[src/rtl/apb_pkg.sv]
// Shared types and default widths for the APB requester slice.
// The optional ACCESS-phase abort is enabled with the APB_TIMEOUT_EN macro.
package apb_pkg;

  localparam int APB_ADDR_W         = 32;
  localparam int APB_DATA_W         = 32;
  localparam int APB_TIMEOUT_CYCLES = 16;

  typedef enum logic [1:0] {
    IDLE   = 2'd0,
    SETUP  = 2'd1,
    ACCESS = 2'd2,
    RESP   = 2'd3
  } apb_state_e;

  typedef struct packed {
    logic                  write;
    logic [APB_ADDR_W-1:0] addr;
    logic [APB_DATA_W-1:0] wdata;
  } apb_cmd_t;

endpackage

[src/rtl/apb_wait_timer.sv]
// Counts ACCESS-phase wait states and flags the cycle on which the wait limit is reached.
// Only instantiated when APB_TIMEOUT_EN is defined.
module apb_wait_timer
  import apb_pkg::*;
#(
  parameter int TIMEOUT_CYCLES = APB_TIMEOUT_CYCLES
) (
  input  logic pclk,
  input  logic reset,
  input  logic clear,
  input  logic tick,
  output logic limit_hit
);

  localparam int CW = $clog2(TIMEOUT_CYCLES + 1);

  logic [CW-1:0] count;

  // limit_hit fires on the TIMEOUT_CYCLES-th consecutive wait cycle, not one later
  assign limit_hit = tick && (count == CW'(TIMEOUT_CYCLES - 1));

  always_ff @(posedge pclk) begin
    if (reset || clear) begin
      count <= '0;
    end else if (tick && !limit_hit) begin
      count <= count + CW'(1);
    end
  end

endmodule

[src/rtl/apb_master.sv]
// APB requester: one SETUP/ACCESS transfer per valid/ready command, response on valid/ready.
// Define APB_TIMEOUT_EN to abort ACCESS after TIMEOUT_CYCLES wait states with rsp_err=1.
module apb_master
  import apb_pkg::*;
#(
  parameter int ADDR_W         = APB_ADDR_W,
  parameter int DATA_W         = APB_DATA_W,
  parameter int TIMEOUT_CYCLES = APB_TIMEOUT_CYCLES
) (
  input  logic              pclk,
  input  logic              reset,
  input  logic              cmd_valid,
  output logic              cmd_ready,
  input  logic              cmd_write,
  input  logic [ADDR_W-1:0] cmd_addr,
  input  logic [DATA_W-1:0] cmd_wdata,
  output logic              rsp_valid,
  input  logic              rsp_ready,
  output logic [DATA_W-1:0] rsp_rdata,
  output logic              rsp_err,
  output logic [ADDR_W-1:0] paddr,
  output logic              psel,
  output logic              penable,
  output logic              pwrite,
  output logic [DATA_W-1:0] pwdata,
  input  logic              pready,
  input  logic [DATA_W-1:0] prdata
);

  localparam logic [1:0] S_IDLE   = IDLE;
  localparam logic [1:0] S_SETUP  = SETUP;
  localparam logic [1:0] S_ACCESS = ACCESS;
  localparam logic [1:0] S_RESP   = RESP;

  if (TIMEOUT_CYCLES < 1) begin : g_bad_timeout
    $error("apb_master: TIMEOUT_CYCLES must be >= 1");
  end

  logic [1:0] state;
  logic       wait_limit;

  assign cmd_ready = (state == S_IDLE) && !reset;

`ifdef APB_TIMEOUT_EN
  apb_wait_timer #(
    .TIMEOUT_CYCLES(TIMEOUT_CYCLES)
  ) u_wait_timer (
    .pclk      (pclk),
    .reset     (reset),
    .clear     (state != S_ACCESS),
    .tick      ((state == S_ACCESS) && !pready),
    .limit_hit (wait_limit)
  );
`else
  assign wait_limit = 1'b0;
  assign rsp_err    = 1'b0;
`endif

  // paddr/pwrite/pwdata are only loaded on accept, so they stay put through ACCESS and idle
  always_ff @(posedge pclk) begin
    if (reset) begin
      state     <= S_IDLE;
      psel      <= 1'b0;
      penable   <= 1'b0;
      pwrite    <= 1'b0;
      paddr     <= '0;
      pwdata    <= '0;
      rsp_valid <= 1'b0;
      rsp_rdata <= '0;
`ifdef APB_TIMEOUT_EN
      rsp_err   <= 1'b0;
`endif
    end else begin
      case (state)
        S_IDLE: begin
          if (cmd_valid) begin
            paddr  <= cmd_addr;
            pwrite <= cmd_write;
            pwdata <= cmd_wdata;
            psel   <= 1'b1;
            state  <= S_SETUP;
          end
        end
        S_SETUP: begin
          penable <= 1'b1;
          state   <= S_ACCESS;
        end
        S_ACCESS: begin
          // pready on the limit cycle still completes normally
          if (pready) begin
            psel      <= 1'b0;
            penable   <= 1'b0;
            rsp_valid <= 1'b1;
            rsp_rdata <= pwrite ? '0 : prdata;
`ifdef APB_TIMEOUT_EN
            rsp_err   <= 1'b0;
`endif
            state     <= S_RESP;
          end else if (wait_limit) begin
            psel      <= 1'b0;
            penable   <= 1'b0;
            rsp_valid <= 1'b1;
            rsp_rdata <= '0;
`ifdef APB_TIMEOUT_EN
            rsp_err   <= 1'b1;
`endif
            state     <= S_RESP;
          end
        end
        S_RESP: begin
          if (rsp_ready) begin
            rsp_valid <= 1'b0;
`ifdef APB_TIMEOUT_EN
            rsp_err   <= 1'b0;
`endif
            state     <= S_IDLE;
          end
        end
        default: state <= S_IDLE;
      endcase
    end
  end

endmodule
[config.mk]
export PLATFORM = sky130hd
export DESIGN_NAME = apb_master
export DESIGN_NICKNAME = d
export VERILOG_FILES = /design/src/rtl/apb_pkg.sv /design/src/rtl/apb_wait_timer.sv /design/src/rtl/apb_master.sv
export SDC_FILE = /design/constraint.sdc
export NUM_CORES = 1
export LEC_CHECK = 0
export ABC_AREA = 1
export BUFFER_PORTS_ARGS = -buffer_cell sky130_fd_sc_hd__buf_4
export CORE_MARGIN = 4
export CORE_UTILIZATION = 48
export DETAILED_ROUTE_END_ITERATION = 8
export PLACE_DENSITY = 0.94
export SLEW_MARGIN = 20
export SYNTH_ARGS = -nofsm -noshare
export SYNTH_HDL_FRONTEND = slang
export SYNTH_SLANG_ARGS = --single-unit
export TNS_END_PERCENT = 10
[constraint.sdc]
create_clock -name pclk -period 2.38 [get_ports pclk]
set_input_delay 0.238 -clock pclk [delete_from_list [all_inputs] [get_ports pclk]]
set_output_delay 0.238 -clock pclk [all_outputs]
set_load 0.05 [all_outputs]
# Word-level counts from Yosys, hierarchy flattened

Cells that the tools add are included.

Output and inout bits: 102
Input bits: 102
Register bits: 102
Logic and storage cells: 38

Mux-type cells: 12
Reduce and logical (&&, ||, !) cells: 12
Eq/ne operators: 6

Operator list:

| cell                 | number |
|---|---|
| $mux W32             | 1 |
| $reduce_and A3 Y1    | 3 |
| $pmux W2 S4          | 1 |
| $mux W2              | 3 |
| $ne A2 B2 Y1 const B | 3 |
| $pmux W1 S2          | 3 |
| $reduce_and A2 Y1    | 3 |
| $reduce_bool A2 Y1   | 3 |
| $eq A2 B2 Y1 const B | 2 |
| $mux W1              | 4 |
| $eq A2 B1 Y1 const B | 1 |
| $logic_not A2 Y1     | 1 |
| $logic_and A1 B1 Y1  | 1 |
| $logic_not A1 Y1     | 1 |

# Depth between registers and ports, before layout

Word-level depth: 3
Depth in mapped cells: 8
Depth with buffers taken out: 8

# Worst setup path before layout

No wires, ideal clock.

Path type: register to output
Start: register state[0]
End: output port cmd_ready
Data arrival time: 1.335 ns
Stages on the path, launching flop included: 5
Buffers on the path: 0
Path slack: 0.807 ns
Required time: 2.142 ns
Cell sequence: dfxtp_1 inv_1 ha_1 inv_1 nor2_1

Longest elaborated chain between the ends: 2

RTL lines:

| item                   | line             | source |
|---|---|---|
| from (decl)            | apb_master.sv:39 | `logic [1:0] state;` |
| from (signal assigned) | apb_master.sv:62 | `state <= S_IDLE;` |
| from (signal assigned) | apb_master.sv:81 | `state <= S_SETUP;` |
| from (signal assigned) | apb_master.sv:86 | `state <= S_ACCESS;` |
| $logic_not A2 Y1       | apb_master.sv:42 | `assign cmd_ready = (state == S_IDLE) && !reset;` |
| $logic_and A1 B1 Y1    | apb_master.sv:42 |  |
| to (decl)              | apb_master.sv:13 | `output logic cmd_ready,` |

No other way between the ends.

# Worst setup path in the final report

Start: register state[0]
End: register paddr[26]

Longest elaborated chain between the ends: 2

RTL lines:

| item                               | line             | source |
|---|---|---|
| $logic_not A2 Y1                   | apb_master.sv:74 | `case (state)` |
| $reduce_and A2 Y1 (no source line) | -                |  |
| to (signal assigned)               | apb_master.sv:77 | `paddr <= cmd_addr;` |
| to (decl)                          | apb_master.sv:21 | `output logic [ADDR_W-1:0] paddr,` |

No other way between the ends.
A chain may end at the register's enable or synchronous reset.

==> summary.md <==
| Metric | Value |
|---|---|
| Status | finished, final reports clean |
| Critical-path top delay cell | buf_4 |
| Clock skew | about 0.010 ns |
| Worst VDD drop | roughly 0.68 mV |
| DRT iter0 DRCs | around 170 |
| Top-count cell post-synth | nor2_1 |
| Most instantiated cells after synthesis | nor2_1, dfxtp_1, nand3_1, o21ai_0, nand2_1 |
| Async SR Flop Fraction | 0 |
| ANT cells | 0 |
| EDFF count, synth | 0 |
| Final Wtd Congestion | around 0.84 |
| Initial antenna violation count | 0 |
| DR WL/cell | between 10 and 15 um |
| Clock power share | 0.164 |
| Nets | 767 |
| Sequential Power Share | 0.347 |
| First-pass GRT wire length | roughly 17 mm |
| Initial core utilization | 0.4917 |
| Core box area | between 7000 and 8000 sq um |
| Synth Register Bits | approximately 100 |
| Psw | around 3.1 mW |
| Tot Pwr | around 6.7 mW |
| Final wirelength | around 11 mm |
| Layout cell share with drive strength beyond 1 | 0.3434 |
| Crit path max fanout | 66 |
| Top routing layer in use | met4 |
| Critical Path Source Type | flop |
| Max-slew headroom | 0.6108 |
| Final Critical Period | roughly 1.8 ns |
| Critical path arrival | approximately 2.1 ns |
| Via density | about 5 |
| I/O Buffers | 202 |
| Max Fclk | 559.6 MHz |
| CTS Root Cell | clkbuf_8 |
| Synth area leaders | dfxtp_1, nor2_1, nand3_1 |
| Sw Share | 0.4649 |
| Final Cell Area | around 5400 sq um |
| Average size of a mapped cell | 7.958 sq um |
| Internal power | 3.584 mW |
| Sequential share of the synthesized area | 0.5402 |
| Die ar. | 9359 sq um |
| IO Count | 204 |
| Max Slew Vio Count | 0 |
| Worst slew pin tran | slightly below 0.6 ns |
| Fin crit share | 0.7509 |
| Wire length on met3 | between 700 and 800 um |
| CP endpoint kind | flop |
| CTS tree | built |
| H-tree depth | 3 |
| Syn Inst Count | ~480 |
| DP Area | ~5200 sq um |
| Synthesized area | around 3800 sq um |
| Area grow syn2layout | 44.12% |
| Remaining antenna violation count after routing | 0 |
| CP peak stage delay | ~0.47 ns |
| CTS hold repair buffers | 0 |
| Unrepaired setup endpoints after global routing | no |
| Site row count | 32 |
| DRT Pass-1 Iters | 5 |
| Max Root-Sink Buffers | 2 |
| P_leak | approximately 2.7 nW |
| Final hold violations | 0 |
| Post-CTS setup buffers | 0 |
| Top cell type by total area after synthesis | dfxtp_1 |
| DR DRC count | 0 |
| Syn nets | between 500 and 600 |
| Number of global-route vias before repair | ~3,700 |
| Vert. Die Dim | just under 100 um |
| Unique masters post-synth | 21 |
| Inserted Clock Buffers | 9 |
| Post-DP HPWL | 7.929 mm |
| Power Density | 1229 nW/um^2 |
| Final setup violation count | 0 |
| Max cap viols | 0 |
| Die width | ~97 um |
| Synth warn | 0 |
| Top_reg_cell synth | dfxtp_1 |
| Clock Sink Count | just over 100 |
| Combinational power share | 0.489 |
| # resized after CTS | 0 |
| Final setup TNS | 0 ns |
| Clk_lat worst skew | between 0.3 and 0.4 ns |
| Grt ovf | 0 |
| Pin count of the biggest net entering global routing | 67 |
| Clk pin slew, worst setup/hold paths | 0.10 ns |
| Hold Path Class | input pin to flop |
| Crit path kind | flop to flop |
| DR vias | around 3,800 |
| WP data required | 2.66 ns |
| Top cell type's share of synthesized area | 0.5402 |
| Total track usage | 0.2214 |
| M1 WL | approximately 4.4 mm |
| DR WL met2 | approximately 5.4 mm |
| Critical path, cell by cell | inv_1 -> ha_1 -> nand2_2 -> buf_4 -> o21ai_0 -> nor2_1 |
power by group through the flow:
stage | logic (mW) | registers, mW | clock network, mW
6_report | 3.28 | 2.33 | 1.10
5_1_grt | 3.50 | 2.38 | 1.19
4_1_cts | 3.28 | 2.33 | 1.11
3_5_place_dp | 3.28 | 2.36 | 0
3_3_place_gp | 3.19 | 2.34 | 0
2_1_floorplan | 1.10 | 3.64 | 0
worst max-delay path: cells and delay by family, from the launching register on:
kind | cells | cell delay (ns)
flip-flops | 1 | 0.41
buffers and inverters | 2 | 0.59
AND/OR/NAND/NOR | 2 | 0.22
adder cells (fa/ha/maj) | 1 | 0.29
AO/OA/AOI/OAI | 1 | 0.18
stage by stage:
stage	std cells	hold WS, ns	utilization	setup slack [ns]
final	766	0.1000	0.7087	0.5929
after global routing	766	0.08078	0.7087	0.4472
after CTS	766	0.09066	0.7087	0.6204
after detailed placement	750	0.4627	0.6826	0.6531
after global placement	750	0.4564	0.6826	0.8127
after floorplan	475	0.3725	-	0.8070
final timing paths:
check / start / end / slack (ns) / cells after the start
setup reg to reg: state[0] / paddr[26] / 0.59 / 6
hold / removal: prdata[11] / rsp_rdata[11] / 0.10 / 3
setup / recovery: state[0] / paddr[26] / 0.59 / 6
hold reg to reg: rsp_rdata[30] / rsp_rdata[30] / 0.48 / 2
final cells by class:
cell class / count / area, sq um
timing repair buffer: 207 / 1567
tap: 102 / 127.6
sequential: 102 / 2042
clock buffer: 12 / 145.1
fill: 625 / 2240
clock inverter: 4 / 55.05
multi-input combinational: 325 / 1459
inverter: 14 / 52.55
cell families after synthesis:
logic type / synth area share
AND/OR/NAND/NOR: 0.2658
flip-flops: 0.5402
AO/OA/AOI/OAI: 0.09930
buffers and inverters: 0.07382
adder cells (fa/ha/maj): 0.01986
other: 0.0009921
sequential cells by signal (all words and copies together), names as in the netlist:
name       count
paddr         32
penable        1
psel           1
pwdata        32
pwrite         1
rsp_rdata     32
rsp_valid      1
state          2
placed cells by master (no fill, tap or decap), drive strengths merged:
master    count
nor2        136
o21ai        65
clkinvlp      1
conb          1
or2           1
nor3          2
nand3        60
buf         207
bufinv        1
inv          15
dfxtp       102
a21oi        10
nand2        44
clkbuf       12
ha            6
clkinv        1
layer usage:
| metal | global-route usage | up-vias |
|---|---|---|
| met1 | 0.2607 | 1755 |
| met2 | 0.3875 | 160 |
| li1 | - | 1894 |
| met5 | 0 | - |
| met3 | 0.05840 | 24 |
| met4 | 0.07775 | 0 |
(Power assumes the default switching activity.)
